--- config.mk ---
export PLATFORM = sky130hd
export DESIGN_NAME = keypad_conditioner
export DESIGN_NICKNAME = d
export VERILOG_FILES = /design/src/rtl/keypad_conditioner.sv
export SDC_FILE = /design/constraint.sdc
export NUM_CORES = 1
export LEC_CHECK = 0
export ABC_CLOCK_PERIOD_IN_PS = 9400
export BUFFER_PORTS_ARGS = -buffer_cell sky130_fd_sc_hd__buf_2
export CAP_MARGIN = 40
export CELL_PAD_IN_SITES_DETAIL_PLACEMENT = 0
export CELL_PAD_IN_SITES_GLOBAL_PLACEMENT = 1
export CORE_MARGIN = 2
export CORE_UTILIZATION = 46
export CTS_CLUSTER_DIAMETER = 50
export DETAILED_ROUTE_END_ITERATION = 8
export GPL_TIMING_DRIVEN = 0
export HOLD_SLACK_MARGIN = 0.08
export PLACE_DENSITY = 0.8
export SYNTH_ARGS = -nofsm -noshare
export SYNTH_HDL_FRONTEND = slang
export SYNTH_SLANG_ARGS = --single-unit
--- constraint.sdc ---
create_clock -name clk -period 9.4 [get_ports clk]
set_input_delay 0 -clock clk [delete_from_list [all_inputs] [get_ports clk]]
set_output_delay 0 -clock clk [all_outputs]
set_load 0.05 [all_outputs]
--- src/rtl/keypad_conditioner.sv ---
// Keypad front end: two-flop synchronizer, debounce filter and single-key press FSM.
// Each clean key press gives one registered press strobe with its BCD digit.
module keypad_conditioner #(
    parameter int DEBOUNCE_CYCLES = 16,
    parameter int CNT_W           = 5
) (
    input  logic       clk,
    input  logic       hard_rst,
    input  logic [9:0] keypad_raw,
    output logic       press,
    output logic [3:0] digit,
    output logic       held,
    output logic       multi_err,
    output logic [9:0] db_monitor
);

    localparam logic [CNT_W-1:0] CNT_MAX = CNT_W'(DEBOUNCE_CYCLES - 1);

    typedef enum logic [1:0] {
        IDLE    = 2'd0,
        PRESSED = 2'd1,
        INVALID = 2'd2
    } state_t;

    logic [9:0]       sync1_q, sync2_q;
    logic [9:0]       cand_q;
    logic [CNT_W-1:0] cnt_q;
    logic [9:0]       db_q;
    state_t           state_q, state_d;
    logic             press_q, press_d;
    logic             multi_q, multi_d;
    logic             held_q, held_d;
    logic [3:0]       digit_q, digit_d;

    function automatic logic [3:0] popcount10(input logic [9:0] v);
        logic [3:0] n;
        n = 4'd0;
        for (int i = 0; i < 10; i++) begin
            n = n + {3'd0, v[i]};
        end
        return n;
    endfunction

    function automatic logic [3:0] encode10(input logic [9:0] v);
        logic [3:0] idx;
        idx = 4'd0;
        for (int i = 0; i < 10; i++) begin
            if (v[i]) begin
                idx = 4'(i);
            end
        end
        return idx;
    endfunction

    function automatic logic [9:0] key_mask(input logic [3:0] d);
        return 10'd1 << d;
    endfunction

    // Synchronizer and debounce filter: db only takes a value sync held for DEBOUNCE_CYCLES cycles
    always_ff @(posedge clk or posedge hard_rst) begin
        if (hard_rst) begin
            sync1_q <= '0;
            sync2_q <= '0;
            cand_q  <= '0;
            cnt_q   <= '0;
            db_q    <= '0;
        end else begin
            sync1_q <= keypad_raw;
            sync2_q <= sync1_q;
            if (sync2_q != cand_q) begin
                cand_q <= sync2_q;
                cnt_q  <= '0;
            end else if (cnt_q == CNT_MAX) begin
                db_q <= cand_q;
            end else begin
                cnt_q <= cnt_q + 1'b1;
            end
        end
    end

    always_ff @(posedge clk or posedge hard_rst) begin
        if (hard_rst) begin
            state_q <= IDLE;
            press_q <= 1'b0;
            multi_q <= 1'b0;
            held_q  <= 1'b0;
            digit_q <= 4'd0;
        end else begin
            state_q <= state_d;
            press_q <= press_d;
            multi_q <= multi_d;
            held_q  <= held_d;
            digit_q <= digit_d;
        end
    end

    always_comb begin
        state_d = state_q;
        press_d = 1'b0;
        multi_d = 1'b0;
        held_d  = 1'b0;
        digit_d = digit_q;
        case (state_q)
            IDLE: begin
                if (db_q != '0) begin
                    if (popcount10(db_q) == 4'd1) begin
                        press_d = 1'b1;
                        held_d  = 1'b1;
                        digit_d = encode10(db_q);
                        state_d = PRESSED;
                    end else begin
                        multi_d = 1'b1;
                        state_d = INVALID;
                    end
                end
            end
            PRESSED: begin
                if (db_q == '0) begin
                    state_d = IDLE;
                end else if (db_q != key_mask(digit_q)) begin
                    // Key added or swapped without a release: never a new press
                    multi_d = (popcount10(db_q) > 4'd1);
                    state_d = INVALID;
                end else begin
                    held_d = 1'b1;
                end
            end
            INVALID: begin
                if (db_q == '0) begin
                    state_d = IDLE;
                end
            end
            default: state_d = IDLE;
        endcase
    end

    assign press      = press_q;
    assign multi_err  = multi_q;
    assign held       = held_q;
    assign digit      = digit_q;
    assign db_monitor = db_q;

endmodule

==> impl_metrics.yaml <==
run_status:
  status: "completed"
routing:
  detail_route.wl_per_cell_um: 12.7
  antenna_left: 0
  via_count: 1475
  initialDrtViolationCount: 84
  drt_wl_total_um: 3910
  viasPerCell: 4.79
  detail_route.drc_violations: 0
  drt_pass1_iterations: 4
synthesis:
  number_of_enable_flip_flop_cells_after_synthesis: 0
  netlist_area_sq_um: 2360
  ys_seq_area_frac: 0.571
  synthesis.instances: 191
  fraction_of_registers_with_async_set_or_reset_after_synthesis: 1.00
  netlist_top_cells_count: "54 x dfrtp_1, 17 x inv_1, 13 x nor2_1"
  avgSynthCellArea_sq_um: 12.4
  yosys.cell_count.top_type: "dfrtp_1"
  synth_area_leaders: "dfrtp_1 57%, fa_1 5.1%, mux2_2 4.8%"
  synth_top_flop_cell: "dfrtp_1"
  synth_fp_nets: 214
  yosys_warnings: 0
  synth.ff_latch_count: 54
  post-synth-top-area-fraction: 0.571
  synthDistinctLibCells: 41
  leading_area_contributor_after_synthesis: "dfrtp_1"
clocking:
  clock-root-buffer: "clkbuf_8"
  worst_skew_pair.late_latency_ns: 0.29
  clockBufferDepth: 2
  cts_resized: 0
  clk_transition_reported_paths_ns: 0.09
  cts_made_buffers: 5
  tritoncts: "built"
  cts_num_sinks: 54
  count_of_h_tree_levels_built_during_cts: 2
  holdBufCountCts: 11
  cts_post_setup_buffers_inserted: 0
worst_hold_path:
  hold-path-cell-count: 2
  worstHoldEndpoint: "sync1_q[3]"
  hp-start: "keypad_raw[3]"
  timing.hold.worst.class: "primary input to flop"
place:
  hpwl_um: 2930
  placed_cells: 290
  numPortBuffers: 28
  routabilityCongestion: 0.761
worst_setup_path:
  worstPathRequired_ns: 9.59
  rr_startpoint: "db_monitor[1]"
  reg2regPathDepth: 12
  worst_r2r_endpoint: "digit[2]"
  cp_max_fo: 10
  critPathCaptureType: "flop"
  cp.arrival_ns: 4.43
  classification_of_the_worst_setup_path: "flop to flop"
  crit_path_launch_type: "flop"
  reg2reg_slack_ns: 5.16
floorplanning:
  core_region_area_sq_um: 5040
  floorplan.io_pins: 29
  initial_utilization: 0.469
  die_x_um: 75.7
  fp.dieH_um: 75.7
  fp-row-count: 26
  floorplan.die_area_sq_um: 5730
run:
  max_cap_viol_count: 0
finish:
  multiInputGateArea_sq_um: 897
  nets: 261
  antenna-diode-count: 0
  area_growth_pct: 18.9
  seq_area_sq_um: 1350
  layout.filler_cells: 422
  final_layout_size_suffix_gt1_frac: 0.244
  fin_cells: 308
grt:
  number_of_antenna_violations_at_the_first_check_in_global_routing: 0
  vias_in_the_first_global_route: 1511
  grtUsageTotal: 0.162
  first_pass_grt_wire_length_um: 6940
  grt_remaining_overflow: 0
  grt_max_degree: 32
power:
  p_leak_nw: 1.29
  power_density_normalized_to_cell_area_nw_per_um2: 135
  worst_vdd_rail_ir_drop_mv: 0.113
sta:
  timing_hold_violations_final: 0
  finalWorstPathRequiredPeriod_ns: 4.24
  period_share: 0.451
  grt_setup_unrepaired: "false"
  finalClockSkew_ns: 0.00853
  relSlewSlack: 0.554
  worst-slew-pin-transition_ns: 0.668
  timing_max_transition_violations_final: 0
  timing.setup.tns_ns: 0
  timing.final.setup_violations: 0
  max_freq_mhz: 236
cells in the final DEF (no fill, tap or decap), types with 3 or more instances in the layout:
cell type,count
a21oi_1,3
buf_2,28
clkbuf_1,11
clkbuf_8,5
dfrtp_1,54
dlygate4sd3_1,11
fa_1,6
ha_1,5
inv_1,16
mux2_2,10
nand2_1,4
nand3_1,5
nand3b_1,4
nand4_1,3
nor2_1,13
nor3_1,3
nor3b_1,3
o21ai_0,8
or3b_2,3
xnor2_1,3
xor2_1,10
state kept, by name, indices dropped and copies added, names as in the netlist:
signal	count
multi_err	1
cnt_q	5
digit	4
state_q	2
cand_q	10
sync1_q	10
press	1
db_monitor	10
sync2_q	10
held	1
through the flow:
step | hold slack [ns] | worst slack (ns) | utilization | power, mW | area [sq um]
floorplan | 0.0314 | 5.11 | - | 0.254 | 2360
global placement | 0.108 | 5.19 | 0.514 | 0.258 | 2590
detailed placement | 0.109 | 5.13 | 0.520 | 0.260 | 2620
CTS | 0.326 | 5.11 | 0.558 | 0.388 | 2810
global route | 0.330 | 4.77 | 0.558 | 0.400 | 2810
finish | 0.341 | 5.16 | 0.558 | 0.380 | 2810
metal layers:
layer | vias up | global-route usage | wire, um
met2 | 22 | 0.267 | 2010
li1 | 732 | - | -
met3 | 2 | 0.0304 | 125
met5 | - | 0 | 0
met1 | 719 | 0.218 | 1750
met4 | 0 | 0.0526 | 22
critical path: stages (launching register included):
cell and delay, ns:
dfrtp_1 0.48, inv_1 0.12, fa_1 0.49, fa_1 0.54, fa_1 0.41, inv_1 0.07, ha_1 0.18, inv_1 0.06
fa_1 0.38, a2111oi_2 0.37, o211ai_1 0.23, nor3b_4 0.45, mux2_1 0.36
how the worst max path moves through the flow:
| stage | cells past startpoint | slack [ns] | endpoint | startpoint |
|---|---|---|---|---|
| floorplan | 12 | 5.11 | digit[2] | db_monitor[0] |
| global placement | 12 | 5.19 | digit[2] | db_monitor[5] |
| detailed placement | 12 | 5.13 | digit[2] | db_monitor[1] |
| CTS | 12 | 5.11 | digit[2] | db_monitor[1] |
| global route | 12 | 4.77 | digit[2] | db_monitor[1] |
| finish | 12 | 5.16 | digit[2] | db_monitor[1] |
logic make-up after synthesis:
logic type	share of synthesized area
DFF	0.571
and+or+nand+nor	0.126
buffers and inverters	0.0492
AOI/OAI and AO/OA	0.0714
xor gates and xnor gates	0.0481
muxes	0.0566
adders and majority gates	0.0773
where the power goes:
group          internal (mW)  switching [mW]  total, mW
registers              0.239         0.00353      0.242
clock network         0.0516          0.0705      0.122
logic                0.00872         0.00745     0.0162
layout make-up:
class,count,share of cell area
sequential,54,0.480
tap,70,0.0311
buffer,12,0.0187
timing repair buffer,40,0.0988
multi-input combinational,108,0.319
inverter,17,0.0227
clock inverter,2,0.00489
clock buffer,5,0.0245
No activity file was read; power rests on OpenSTA's default activity.
